File: src/rtl/uart_rx_pkg.sv
// Shared definitions for the UART receive path: timer states, clamp limits
// and the width helper used to size bit counters.
package uart_rx_pkg;

   typedef enum logic [1:0] {
      ST_IDLE = 2'd0,
      ST_RUN  = 2'd1,
      ST_HOLD = 2'd2
   } state_t;

   // Below 4 there is no room for three sample edges around the bit midpoint.
   localparam int MIN_PRESCALE   = 4;
   // A frame must hold at least a start bit plus one more bit.
   localparam int MIN_FRAME_BITS = 2;

   // Width needed to hold a bit index/count of 0..maxBits.
   function automatic int bitCntWidth(input int maxBits);
      return $clog2(maxBits + 1);
   endfunction

endpackage

File: src/rtl/rx_frame_timer_if.sv
// Bus between the RX controller / sampler side and the frame timer.
// The controller (master) requests a frame and supplies its timing;
// the timer (slave) returns counters and sampling strobes.
interface rx_frame_timer_if
   import uart_rx_pkg::*;
#(
   parameter int MAX_FRAME_BITS = 12,
   parameter int PRESCALE_W     = 6
);

   localparam int BCW = bitCntWidth(MAX_FRAME_BITS);

   logic                  enable;
   logic [PRESCALE_W-1:0] Prescale;
   logic [BCW-1:0]        frame_bits;
   logic [PRESCALE_W-1:0] edge_cnt;
   logic [BCW-1:0]        bit_cnt;
   logic                  busy;
   logic                  sample_stb;
   logic                  sample_last;
   logic                  bit_done;
   logic                  frame_done;

   modport master (
      output enable, Prescale, frame_bits,
      input  edge_cnt, bit_cnt, busy, sample_stb, sample_last, bit_done, frame_done
   );

   modport slave (
      input  enable, Prescale, frame_bits,
      output edge_cnt, bit_cnt, busy, sample_stb, sample_last, bit_done, frame_done
   );

endinterface

File: src/rtl/rx_frame_timer.sv
// Oversampling frame timer for the UART receiver. Counts oversampling edges
// and bit positions over a whole frame, latching prescale and frame length at
// frame start, and decodes the 3-sample majority strobes plus bit/frame done.
module rx_frame_timer
   import uart_rx_pkg::*;
#(
   parameter int MAX_FRAME_BITS = 12,
   parameter int PRESCALE_W     = 6
) (
   input  logic              CLK,
   input  logic              RST,
   rx_frame_timer_if.slave   bus
);

   localparam int BCW = bitCntWidth(MAX_FRAME_BITS);

   state_t                state_q;
   logic [PRESCALE_W-1:0] edge_q;
   logic [BCW-1:0]        bit_q;
   logic [PRESCALE_W-1:0] ps_q;
   logic [BCW-1:0]        fb_q;

   logic [PRESCALE_W-1:0] ps_d;
   logic [BCW-1:0]        fb_d;
   logic [PRESCALE_W-1:0] psLast;
   logic [BCW-1:0]        fbLast;
   logic [PRESCALE_W-1:0] mid;
   logic [PRESCALE_W-1:0] midLo;
   logic [PRESCALE_W-1:0] midHi;
   logic                  inRun;
   logic                  lastEdge;
   logic                  lastBit;

   // Clamp the requested timing into the supported range; only used at frame start.
   always_comb begin
      ps_d = bus.Prescale;
      if (bus.Prescale < PRESCALE_W'(MIN_PRESCALE)) begin
         ps_d = PRESCALE_W'(MIN_PRESCALE);
      end
      fb_d = bus.frame_bits;
      if (bus.frame_bits < BCW'(MIN_FRAME_BITS)) begin
         fb_d = BCW'(MIN_FRAME_BITS);
      end else if (bus.frame_bits > BCW'(MAX_FRAME_BITS)) begin
         fb_d = BCW'(MAX_FRAME_BITS);
      end
   end

   assign psLast   = ps_q - 1'b1;
   assign fbLast   = fb_q - 1'b1;
   assign inRun    = (state_q == ST_RUN);
   assign lastEdge = (edge_q == psLast);
   assign lastBit  = (bit_q == fbLast);

   // FSM and counters: IDLE waits for enable, RUN walks edges/bits, HOLD parks
   // until enable drops so each frame needs a fresh enable request.
   always_ff @(posedge CLK) begin
      if (RST) begin
         state_q <= ST_IDLE;
         edge_q  <= '0;
         bit_q   <= '0;
         ps_q    <= '0;
         fb_q    <= '0;
      end else begin
         case (state_q)
            ST_IDLE: begin
               edge_q <= '0;
               bit_q  <= '0;
               if (bus.enable) begin
                  state_q <= ST_RUN;
                  ps_q    <= ps_d;
                  fb_q    <= fb_d;
               end
            end
            ST_RUN: begin
               if (!bus.enable) begin
                  state_q <= ST_IDLE;
                  edge_q  <= '0;
                  bit_q   <= '0;
               end else if (lastEdge) begin
                  edge_q <= '0;
                  if (lastBit) begin
                     state_q <= ST_HOLD;
                     bit_q   <= '0;
                  end else begin
                     bit_q <= bit_q + 1'b1;
                  end
               end else begin
                  edge_q <= edge_q + 1'b1;
               end
            end
            ST_HOLD: begin
               edge_q <= '0;
               bit_q  <= '0;
               if (!bus.enable) begin
                  state_q <= ST_IDLE;
               end
            end
            default: begin
               state_q <= ST_IDLE;
               edge_q  <= '0;
               bit_q   <= '0;
            end
         endcase
      end
   end

   // Strobes decode from registered state only, so they line up with the
   // counters and never see the inputs combinationally.
   assign mid   = ps_q >> 1;
   assign midLo = mid - 1'b1;
   assign midHi = mid + 1'b1;

   assign bus.edge_cnt    = edge_q;
   assign bus.bit_cnt     = bit_q;
   assign bus.busy        = inRun;
   assign bus.sample_stb  = inRun && (edge_q >= midLo) && (edge_q <= midHi);
   assign bus.sample_last = inRun && (edge_q == midHi);
   assign bus.bit_done    = inRun && lastEdge;
   assign bus.frame_done  = inRun && lastEdge && lastBit;

endmodule

File: src/flat_wrapper.sv
// flat-port wrapper written by rule: the top's interface ports become plain ports
module rx_frame_timer_flat import uart_rx_pkg::*;
#(
   parameter int MAX_FRAME_BITS = 12,
   parameter int PRESCALE_W     = 6
)
  (CLK, RST, bus_enable, bus_Prescale, bus_frame_bits, bus_edge_cnt, bus_bit_cnt, bus_busy, bus_sample_stb, bus_sample_last, bus_bit_done, bus_frame_done);
  rx_frame_timer_if #(.MAX_FRAME_BITS(MAX_FRAME_BITS), .PRESCALE_W(PRESCALE_W)) bus_i ();
  input  logic CLK;
  input  logic RST;
  input wire logic [$bits(bus_i.enable)-1:0] bus_enable;
  input wire logic [$bits(bus_i.Prescale)-1:0] bus_Prescale;
  input wire logic [$bits(bus_i.frame_bits)-1:0] bus_frame_bits;
  output wire logic [$bits(bus_i.edge_cnt)-1:0] bus_edge_cnt;
  output wire logic [$bits(bus_i.bit_cnt)-1:0] bus_bit_cnt;
  output wire logic [$bits(bus_i.busy)-1:0] bus_busy;
  output wire logic [$bits(bus_i.sample_stb)-1:0] bus_sample_stb;
  output wire logic [$bits(bus_i.sample_last)-1:0] bus_sample_last;
  output wire logic [$bits(bus_i.bit_done)-1:0] bus_bit_done;
  output wire logic [$bits(bus_i.frame_done)-1:0] bus_frame_done;
  assign bus_i.enable = bus_enable;
  assign bus_i.Prescale = bus_Prescale;
  assign bus_i.frame_bits = bus_frame_bits;
  assign bus_edge_cnt = bus_i.edge_cnt;
  assign bus_bit_cnt = bus_i.bit_cnt;
  assign bus_busy = bus_i.busy;
  assign bus_sample_stb = bus_i.sample_stb;
  assign bus_sample_last = bus_i.sample_last;
  assign bus_bit_done = bus_i.bit_done;
  assign bus_frame_done = bus_i.frame_done;
  rx_frame_timer #(.MAX_FRAME_BITS(MAX_FRAME_BITS), .PRESCALE_W(PRESCALE_W)) u_core (.CLK(CLK), .RST(RST), .bus(bus_i));
endmodule
File: config.mk
export PLATFORM = sky130hd
export DESIGN_NAME = rx_frame_timer_flat
export DESIGN_NICKNAME = d
export VERILOG_FILES = /design/src/rtl/uart_rx_pkg.sv /design/src/rtl/rx_frame_timer_if.sv /design/src/rtl/rx_frame_timer.sv /design/src/flat_wrapper.sv
export SDC_FILE = /design/constraint.sdc
export NUM_CORES = 1
export LEC_CHECK = 0
export BUFFER_PORTS_ARGS = -buffer_cell sky130_fd_sc_hd__buf_2
export CORE_ASPECT_RATIO = 0.7
export CORE_UTILIZATION = 56
export CTS_CLUSTER_DIAMETER = 150
export DETAILED_ROUTE_END_ITERATION = 6
export PLACE_DENSITY = 0.8
export SLEW_MARGIN = 20
export SYNTH_ARGS = -nofsm -noshare
export SYNTH_HDL_FRONTEND = slang
export SYNTH_SLANG_ARGS = --single-unit
File: constraint.sdc
create_clock -name CLK -period 2.8 [get_ports CLK]
set_clock_uncertainty 0.2 [all_clocks]
set_input_delay 0.28 -clock CLK [delete_from_list [all_inputs] [get_ports CLK]]
set_output_delay 0.28 -clock CLK [all_outputs]
set_load 0.01 [all_outputs]
Yosys cells after proc, flatten, opt, wreduce, memory -nomap -nowiden
Index checks and enable logic that the tools add are counted.
{ "word_totals": {"regBits": 22, "output_inout_bits": 15} }
{ "classes": {"add_sub_neg": 6, "magnitude_cmp": 5, "eq_ne": 9, "n_mux": 10, "n_bitwise": 2, "reduce_logical": 10} }
{ "ops": {"columns": ["cell", "n"], "rows": [
  ["$eq A6 B6 Y1", 2],
  ["$mux W4", 3],
  ["$mux W2", 5],
  ["$add A5 B1 Y6 const B", 1],
  ["$add A6 B1 Y6 const B", 1],
  ["$ge A6 B6 Y1", 1],
  ["$le A6 B6 Y1", 1],
  ["$lt A6 B3 Y1 const B", 1],
  ["$mux W6", 1],
  ["$ne A3 B3 Y1 const B", 2],
  ["$pmux W2 S3", 1],
  ["$sub A5 B1 Y6 const B", 1],
  ["$sub A6 B1 Y6 const B", 1],
  ["$logic_and A1 B1 Y1", 5],
  ["$add A4 B1 Y4 const B", 1],
  ["$eq A4 B4 Y1", 1],
  ["$gt A4 B4 Y1 const B", 1],
  ["$lt A4 B2 Y1 const B", 1],
  ["$ne A2 B2 Y1 const B", 2],
  ["$reduce_and A4 Y1", 1],
  ["$reduce_or A4 Y1", 1],
  ["$sub A4 B1 Y4 const B", 1],
  ["$reduce_or A3 Y1", 1],
  ["$eq A2 B1 Y1 const B", 1],
  ["4 further kinds", 5]
]} }

Depth between registers and ports, before layout
Gate-level depths: netlist of the first run.
{ "depth": {"depth_word": 6, "mapped_depth": 10, "mapped_depth_nobuf": 9} }

Least setup slack after synthesis of the first run
Ideal clock, no wire load.
{ "synth_path": {"kind": "reg2out", "start": "register u_core.ps_q[2]", "end": "output port bus_sample_stb", "t_arrival_ps": 1771, "path_slack_ps": 549, "stages_incl_launch_ff": 10, "n_path_buf": 0, "cell_sequence": "dfxtp_1 ha_1 nand3_1 xor2_1 ha_1 and4_1 o21ai_0 nand3b_1 a21oi_1 o21a_1"} }
{ "synth_between": {"elab_chain_cells": 4, "word_cells_on_any_way": 6} }
{ "synth_lines": {"columns": ["item", "line_no", "rtl"], "rows": [
  ["start: declaration", "rx_frame_timer.sv:20", "logic [PRESCALE_W-1:0] ps_q;"],
  ["start signal: assignment", "rx_frame_timer.sv:70", "ps_q <= ps_d;"],
  ["$sub A5 B1 Y6", "rx_frame_timer.sv:110", "assign midLo = mid - 1'b1;"],
  ["$ge A6 B6 Y1", "rx_frame_timer.sv:116", "assign bus.sample_stb = inRun && (edge_q >= midLo) && (edge_q <= midHi);"],
  ["$logic_and A1 B1 Y1", "rx_frame_timer.sv:116", null],
  ["$logic_and A1 B1 Y1 (*)", "rx_frame_timer.sv:116", null],
  ["end: declaration", "flat_wrapper.sv:17", "output wire logic [$bits(bus_i.sample_stb)-1:0] bus_sample_stb;"]
]} }
Every way passes the cells marked *; elsewhere a longest branch is shown, timed or not.

Final worst setup path of the first run
{ "layout_path": {"start": "register u_core.ps_q[1]", "end": "output port bus_sample_stb"} }
The elaborated chain is that of the path after synthesis.

==> results.py, run 1 <==
metrics = {
    "run_status": {
        "status": "finished clean",
    },
    "synth": {
        "synth_most_common_cell": "dfxtp_1",
        "syn-cell-area_sq_um": 1610,
        "syn-num-nets": 215,
        "synth_area_leaders": "dfxtp_1 27%, ha_1 14%, xnor2_1 8.2%",
        "ys_async_sr_fraction_pct": 0,
        "ys.flop_type": "dfxtp_1",
        "synth_commonest_cells": "22 x dfxtp_1, 20 x nor2_1, 18 x ha_1",
        "synth.ff_latch_count": 22,
        "yosys.cell_types.count": 44,
        "yosys_warnings": 0,
        "syn_avg_cell_area_sq_um": 8.74,
        "syn-instance-count": 184,
        "seq_area_frac_synth_pct": 27.4,
        "synth_top_area_share_pct": 27.4,
        "synth_edf_count": 0,
        "netlist.top_cell.by_area": "dfxtp_1",
    },
    "global_route": {
        "grt_pass1_vias": 1243,
        "antenna_found_initial": 0,
        "grt_overflow_total": 0,
        "track_usage_pct": 25.4,
        "grt_first_pass_wirelength_microns": 5720,
        "grt_max_degree": 14,
    },
    "clock_tree": {
        "tritoncts": "yes",
        "clockRootBuffer": "clkbuf_8",
        "cts_num_sinks": 22,
        "cts_buffer_depth": 2,
        "htree_num_levels": 1,
        "cts_hold_buf": 0,
        "clock_latency_ns": 0.26,
        "clkTransAtPathRegs_ns": 0.08,
        "cts_made_buffers": 3,
    },
    "floorplan": {
        "num_rows": 15,
        "core_sq_um": 2590,
        "ios": 28,
        "dieArea_sq_um": 3090,
        "start_util_pct": 62.1,
        "fp.dieH_microns": 46.8,
        "dieWidth_microns": 66.0,
    },
    "final_layout": {
        "drive_gt1_share_pct": 25.6,
        "final_cells": 249,
        "fin_nets": 247,
        "area_delta_synth_final_pct": 18.1,
        "diodes": 0,
        "fillers": 195,
    },
    "setup_path": {
        "max_stage_delay_ns": 0.39,
        "path_common_cell": "nand3_1",
        "crit_path_max_fanout": 5,
        "worstPathArrival_ns": 2.22,
        "startpoint_type": "register",
        "slowest_stage": "dfxtp_4",
        "path_class": "register to output port",
        "critPathCaptureType": "output port",
        "cp_data_required_time_ns": 2.32,
        "crit_chain": "ha_2 > nand3_1 > xor2_1 > ha_1 > and4_1 > nand3_1 > a21oi_2 > o21a_1 > buf_2",
    },
    "timing": {
        "holdWs_ns": 0.0576,
        "drv_slew": 0,
        "setup_viol_count_final": 0,
        "tightest_slew_ns": 0.511,
        "slew_headroom_pct": 65.8,
        "hold_viol": 0,
        "period_needed_ns": 2.70,
        "period_share_pct": 96.5,
        "clock.fmax_ghz": 0.370,
    },
    "power": {
        "swShare_pct": 27.3,
        "power_density_nw_per_um2": 431,
        "pwr-share-clk_pct": 35.8,
        "p_comb_share_pct": 22.3,
        "totalPowerFinal_mw": 0.818,
        "p_sw_mw": 0.223,
        "p_leak_nw": 0.833,
        "seq_power_share_pct": 41.9,
        "ir_drop_v": 0.000379,
        "intPower_mw": 0.595,
    },
    "detailed_routing": {
        "vias": 1417,
        "drtAntennaViolNets": 0,
        "drt-initial-drc-count": 85,
        "viasPerCell": 5.69,
        "wl_per_cell_microns": 15.3,
        "drc_errors": 0,
        "wirelength_microns": 3810,
        "dr.pass1.iters": 4,
    },
    "place": {
        "dpl.cell_count": 241,
        "hpwl_microns": 2890,
        "port_buffers": 27,
        "gp_congestion": 0.847,
    },
    "flow_run": {
        "drv_cap": 0,
    },
    "hold_path": {
        "hold_path.class": "input port to register",
    },
}
## registers in the layout, indices dropped and copies added, names as in the netlist
signal / cells
u_core.fb_q: 4
u_core.bus.bit_cnt: 4
u_core.bus.edge_cnt: 6
u_core.state_q: 2
u_core.ps_q: 6
## cells by family (layout without fill, tap and decap cells)
| logic type | Yosys count | after routing | synth area share [%] |
|---|---|---|---|
| simple gates | 74 | 74 | 28.2 |
| compound gates | 32 | 32 | 12.7 |
| xor+xnor | 22 | 22 | 12.5 |
| flops | 22 | 22 | 27.4 |
| fa+ha+maj | 18 | 18 | 14.0 |
| buf+inv | 15 | 46 | 4.67 |
| mux | 1 | 1 | 0.623 |
## critical path: cells and delay by family, from the launching register on
family,cells,cell delay [ns]
fa+ha+maj,2,0.48
simple gates,3,0.46
flops,1,0.39
compound gates,2,0.32
xor+xnor,1,0.16
buf+inv,1,0.14
## cell usage in the layout (no fill, tap or decap), types with 2 or more instances in the layout
master,netlist,layout
nor3b_1,2,2
o21a_1,2,2
buf_2,0,27
nor2_1,20,20
nor4_1,2,2
nand2b_1,4,4
xnor2_1,15,15
dfxtp_4,0,3
o21ai_0,7,5
and3_1,3,3
a22oi_1,2,2
clkbuf_8,0,3
dfxtp_1,22,18
ha_1,18,16
nand3_1,6,6
nor2b_1,6,6
a32o_1,2,2
o21ai_1,2,3
a21oi_1,11,10
nor3_1,2,2
inv_1,10,10
buf_4,1,5
nand2_1,16,16
xor2_1,6,6
## power groups by stage
stage / registers [mW] / logic [mW] / clock network (mW)
after floorplan: 0.341 / 0.134 / 0
after global placement: 0.350 / 0.152 / 0
after detailed placement: 0.352 / 0.162 / 0
after CTS: 0.345 / 0.164 / 0.296
after global routing: 0.345 / 0.200 / 0.314
final: 0.343 / 0.182 / 0.293
## through the flow
stage / instance area [sq um] / worst slack, ns / setup TNS, ns / utilization, %
3_3_place_gp: 1760 / 0.390 / 0 / 67.8
2_1_floorplan: 1610 / 0.549 / 0 / -
5_1_grt: 1900 / -0.0226 / -0.0226 / 73.3
6_report: 1900 / 0.0982 / 0 / 73.3
4_1_cts: 1830 / 0.0201 / 0 / 70.7
3_5_place_dp: 1760 / 0.219 / 0 / 67.8
## final cells by class
cell class / instances / area, sq um / area share [%]
tap: 34 / 42.5 / 2.24
multi-input combinational: 147 / 1120 / 59.1
sequential: 22 / 453 / 23.9
inverter: 10 / 37.5 / 1.98
timing repair buffer: 32 / 173 / 9.10
clock buffer: 3 / 41.3 / 2.18
clock inverter: 1 / 30.0 / 1.58
## per-layer routing
metal / routed length [microns] / vias up / part of all wire (%) / global-route usage, %
li1: - / 704 / - / -
met1: 1820 / 666 / 48 / 35.3
met2: 1770 / 41 / 47 / 40.4
met3: 178 / 6 / 4.7 / 5.58
met4: 38 / 0 / 1.0 / 6.81
met5: 0 / - / 0 / 0
## final timing paths
check                                               to  depth (start not counted)  slack [ns]            start
worst max-delay path                    bus_sample_stb                          9         0.1   u_core.ps_q[1]
worst min-delay path                    u_core.ps_q[0]                          3        0.06  bus_Prescale[0]
worst max register to register  u_core.bus.edge_cnt[5]                          9        0.52   u_core.ps_q[1]
worst min register to register          u_core.fb_q[3]                          2        0.28   u_core.fb_q[3]
## timing repair
action | 4_1_cts | 5_1_grt
pin swaps | 0 | 0
gates resized for setup | 3 | 12
buffers inserted | 0 | 4
endpoints found under the setup margin | 1 | 1
Power figures use the tool's default switching activity.
==> run 2, diff against run 1 <==
--- a/config.mk
+++ b/config.mk
@@ -11,6 +11,7 @@
 export CTS_CLUSTER_DIAMETER = 150
 export DETAILED_ROUTE_END_ITERATION = 6
 export PLACE_DENSITY = 0.8
+export REMOVE_ABC_BUFFERS = 1
 export SLEW_MARGIN = 20
 export SYNTH_ARGS = -nofsm -noshare
 export SYNTH_HDL_FRONTEND = slang
==> run 2 against run 1 <==
Effect of this change: non-clock buffer count is 2 lower; clock power is 3% higher; critical path depth stayed put; cell count is 0.80% lower; utilization is 0.87 points lower; clock-buffer cell count stayed put; combinational power is 4% lower; sequential cell count stayed put; via count is 0.92% higher; worst setup slack worse by 0.0090 ns.
==> results.py, run 2 (synthesized netlist as in run 1, its figures left out) <==
metrics = {
    "setup_path": {
        "slowest_stage": "dfxtp_4",
        "path_common_cell": "nand2_1",
        "crit_chain": "inv_1 > ha_2 > nor3b_4 > nand2_1 > xnor2_1 > nor3_4 > nand2_1 > nor2_1 > buf_2",
        "crit_path_max_fanout": 5,
        "worstPathArrival_ns": 2.23,
        "path_class": "register to output port",
        "max_stage_delay_ns": 0.38,
        "cp_data_required_time_ns": 2.32,
        "critPathCaptureType": "output port",
        "startpoint_type": "register",
    },
    "floorplan": {
        "dieArea_sq_um": 3090,
        "start_util_pct": 62.1,
        "ios": 28,
        "core_sq_um": 2590,
        "num_rows": 15,
        "dieWidth_microns": 66.0,
        "fp.dieH_microns": 46.8,
    },
    "final_layout": {
        "drive_gt1_share_pct": 23.9,
        "area_delta_synth_final_pct": 16.7,
        "layout.cells.most_common": "buf_2",
        "fin_nets": 245,
        "diodes": 0,
        "final_cell_mix": "27 x buf_2, 20 x nor2_1, 19 x dfxtp_1",
    },
    "flow_run": {
        "drv_cap": 0,
    },
    "detailed_routing": {
        "drc_errors": 0,
        "drtAntennaViolNets": 0,
        "vias": 1430,
        "wl_per_cell_microns": 15.2,
        "viasPerCell": 5.79,
        "drt-initial-drc-count": 111,
        "wirelength_microns": 3750,
        "dr.pass1.iters": 5,
    },
    "clock_tree": {
        "cts_made_buffers": 3,
        "clkTransAtPathRegs_ns": 0.08,
        "htree_num_levels": 1,
        "tritoncts": "yes",
        "clock_latency_ns": 0.27,
        "cts_num_sinks": 22,
        "clockRootBuffer": "clkbuf_8",
        "cts_buffer_depth": 2,
    },
    "place": {
        "gp_congestion": 0.821,
        "port_buffers": 27,
        "hpwl_microns": 2860,
    },
    "timing": {
        "clock.fmax_ghz": 0.369,
        "slew_headroom_pct": 67.9,
        "holdWs_ns": 0.0496,
        "hold_viol": 0,
        "tightest_slew_ns": 0.478,
        "setup_viol_count_final": 0,
        "period_share_pct": 96.8,
        "period_needed_ns": 2.71,
        "tns_ns": 0,
        "drv_slew": 0,
    },
    "global_route": {
        "track_usage_pct": 26.0,
        "grt_overflow_total": 0,
        "antenna_found_initial": 0,
        "grt_pass1_vias": 1279,
        "grt_first_pass_wirelength_microns": 5840,
        "grt_max_degree": 14,
    },
    "power": {
        "ir_drop_v": 0.000268,
        "p_leak_nw": 0.819,
        "totalPowerFinal_mw": 0.819,
        "power_density_nw_per_um2": 437,
    },
    "run_status": {
        "status": "finished clean",
    },
    "hold_path": {
        "hold_path.class": "input port to register",
    },
}
run 2: path summary, 6_finish.rpt:
kind	from	to	slack (ns)	depth (start not counted)
max	u_core.ps_q[1]	bus_frame_done	0.09	9
min	bus_Prescale[4]	u_core.ps_q[4]	0.05	3
max reg2reg	u_core.ps_q[1]	u_core.bus.bit_cnt[3]	0.40	9
min reg2reg	u_core.fb_q[3]	u_core.fb_q[3]	0.30	2
run 2: repair_timing:
action                                  CTS  global route
setup buffers                             0             2
pin swaps                                 0             2
endpoints found under the setup margin    2             2
gates resized for setup                   1            11
hold endpoints to repair                  0             0
hold buffers                              0             0
cloned                                    0             0
run 2: area by class of cell:
type,instances,area (sq um)
clock buffers,3,41.3
clock inverters,1,30.0
fillers,208,714
inverters,10,37.5
multi-input cells,147,1120
flip-flops and latches,22,449
well taps,34,42.5
repair buffers,30,158
run 2: through the flow:
step	utilization [%]	setup WS, ns	cell area (sq um)	cells
final	72.4	0.0892	1880	247
after floorplan	-	0.516	1570	179
after global routing	72.4	-0.00762	1880	247
after CTS	70.6	0.0138	1830	245
after detailed placement	67.8	0.260	1760	241
after global placement	67.8	0.360	1760	241
run 2: power by group:
| part | leakage [nW] | internal, mW | switching, mW | total (mW) |
|---|---|---|---|---|
| registers | 0.181 | 0.324 | 0.0177 | 0.342 |
| logic | 0.603 | 0.0753 | 0.0996 | 0.175 |
| clock network | 0.0357 | 0.191 | 0.111 | 0.302 |
| total | 0.819 | 0.591 | 0.228 | 0.819 |
run 2: critical path: cells and delay by family, from the launching register on:
family | cells | cell delay [ns]
flops | 1 | 0.38
buf+inv | 2 | 0.25
fa+ha+maj | 1 | 0.24
simple gates | 5 | 0.87
xor+xnor | 1 | 0.22
run 2: metal layers:
metal | GRT usage, % | up-vias | routed length, microns
li1 | - | 695 | -
met1 | 35.3 | 668 | 1750
met2 | 42.7 | 59 | 1750
met3 | 5.10 | 8 | 215
met4 | 8.09 | 0 | 44
met5 | 0 | - | 0
==> run 3, diff against run 2 <==
--- a/config.mk
+++ b/config.mk
@@ -11,6 +11,7 @@
 export CTS_CLUSTER_DIAMETER = 150
 export DETAILED_ROUTE_END_ITERATION = 6
 export PLACE_DENSITY = 0.8
+export RECOVER_POWER = 50
 export REMOVE_ABC_BUFFERS = 1
 export SLEW_MARGIN = 20
 export SYNTH_ARGS = -nofsm -noshare
==> run 3 against run 2 <==
Effect of this change: via count shrank 0.42%; total power about the same; sequential share of layout area up 0.16 points; clock power about the same; largest power group unchanged; clock-buffer cell count stayed put; worst setup slack worse by 0.00093 ns.
==> results.py, run 3 (synthesized netlist as in run 1, its figures left out) <==
metrics = {
    "run_status": {
        "status": "finished clean",
    },
    "global_route": {
        "grt_max_degree": 14,
        "antenna_found_initial": 0,
        "track_usage_pct": 26.0,
        "grt_first_pass_wirelength_microns": 5840,
        "grt_overflow_total": 0,
        "grt_pass1_vias": 1279,
    },
    "floorplan": {
        "dieWidth_microns": 66.0,
        "dieArea_sq_um": 3090,
        "num_rows": 15,
        "start_util_pct": 62.1,
        "ios": 28,
        "fp.dieH_microns": 46.8,
        "core_sq_um": 2590,
    },
    "place": {
        "hpwl_microns": 2860,
        "dpl.cell_count": 241,
        "port_buffers": 27,
        "gp_congestion": 0.821,
    },
    "setup_path": {
        "worst-path-stages": 9,
        "crit_chain": "inv_1 > ha_2 > nor3b_4 > nand2_1 > xnor2_1 > nor3_4 > nand2_1 > nor2_1 > buf_2",
        "critPathBufInv": 2,
        "r2r_cells": 9,
        "cp_top_family": "simple AND/OR/NAND/NOR gates",
        "cp_data_required_time_ns": 2.32,
        "worstPathArrival_ns": 2.23,
        "slowest_stage": "dfxtp_4",
        "crit_path_max_fanout": 5,
        "path_class": "register to output port",
        "max_stage_delay_ns": 0.38,
        "path_common_cell": "nand2_1",
        "reg2reg_slack_ns": 0.41,
        "critPathCaptureType": "output port",
        "startpoint_type": "register",
    },
    "detailed_routing": {
        "wirelength_microns": 3760,
        "drt-initial-drc-count": 129,
        "vias": 1424,
        "dr.pass1.iters": 4,
        "drc_errors": 0,
        "wl_per_cell_microns": 15.2,
        "viasPerCell": 5.77,
        "drtAntennaViolNets": 0,
    },
    "hold_path": {
        "whs_path_depth": 3,
        "hold_path.class": "input port to register",
    },
    "clock_tree": {
        "cts_made_buffers": 3,
        "clkTransAtPathRegs_ns": 0.08,
        "tritoncts": "yes",
        "htree_num_levels": 1,
        "cts_buffer_depth": 2,
        "cts_num_sinks": 22,
        "clockRootBuffer": "clkbuf_8",
        "clock_latency_ns": 0.27,
    },
    "final_layout": {
        "layout.cells.most_common": "nor2_1",
        "area_delta_synth_final_pct": 15.9,
        "diodes": 0,
        "final_cell_mix": "20 x nor2_1, 19 x dfxtp_1, 17 x buf_2",
        "fillers": 210,
        "final_cells": 247,
        "fin_nets": 245,
        "drive_gt1_share_pct": 19.2,
    },
    "timing": {
        "slew_headroom_pct": 68.0,
        "hold_viol": 0,
        "setup_viol_count_final": 0,
        "period_needed_ns": 2.71,
        "clock.fmax_ghz": 0.369,
        "drv_slew": 0,
        "period_share_pct": 96.8,
        "tns_ns": 0,
        "tightest_slew_ns": 0.477,
    },
    "flow_run": {
        "drv_cap": 0,
    },
    "power": {
        "p_leak_nw": 0.775,
        "power_density_nw_per_um2": 440,
        "ir_drop_v": 0.000266,
        "totalPowerFinal_mw": 0.820,
    },
}
-- run 3: worst min-delay path, cell delays in order --
cell and delay, ns:
buf_2 0.10, nand2_1 0.05, a21oi_1 0.05
-- run 3: layout make-up --
class / instances / area, sq um / area share, %
flip-flops and latches: 22 / 449 / 24.1
multi-input cells: 147 / 1120 / 60.0
repair buffers: 30 / 145 / 7.79
clock buffers: 3 / 41.3 / 2.22
clock inverters: 1 / 30.0 / 1.61
well taps: 34 / 42.5 / 2.28
inverters: 10 / 37.5 / 2.01
-- run 3: timing repair --
item / CTS / global route
setup endpoints to repair: 2 / 2
pin swaps: 0 / 2
resized for setup: 1 / 11
setup buffers: 0 / 2
cloned: 0 / 0
hold buffers: 0 / 0
-- run 3: stage by stage --
step           cell area (sq um)  util [%]  hold WS [ns]  setup slack, ns
3_3_place_gp                1760      67.8         0.261            0.360
4_1_cts                     1830      70.6        0.0625           0.0138
5_1_grt                     1860      71.9        0.0669         -0.00762
2_1_floorplan               1570         -         0.149            0.516
3_5_place_dp                1760      67.8         0.292            0.260
6_report                    1860      71.9        0.0504           0.0883
-- run 3: worst paths after layout --
| check | to | startpoint |
|---|---|---|
| worst max-delay path | bus_frame_done | u_core.ps_q[1] |
| worst min-delay path | u_core.ps_q[4] | bus_Prescale[4] |
| worst max register to register | u_core.bus.bit_cnt[3] | u_core.ps_q[1] |
| worst min register to register | u_core.fb_q[3] | u_core.fb_q[3] |
-- run 3: report_power, final --
group / internal, mW / switching (mW)
Clock: 0.191 / 0.112
Combinational: 0.0751 / 0.0997
Sequential: 0.324 / 0.0178
Total: 0.590 / 0.229
-- run 3: metal layers --
layer | share of wire [%] | global-route usage (%) | up-vias
met5 | 0 | 0 | -
met3 | 6.0 | 5.10 | 10
li1 | - | - | 695
met4 | 1.6 | 8.09 | 0
met2 | 46 | 42.7 | 57
met1 | 46 | 35.3 | 662
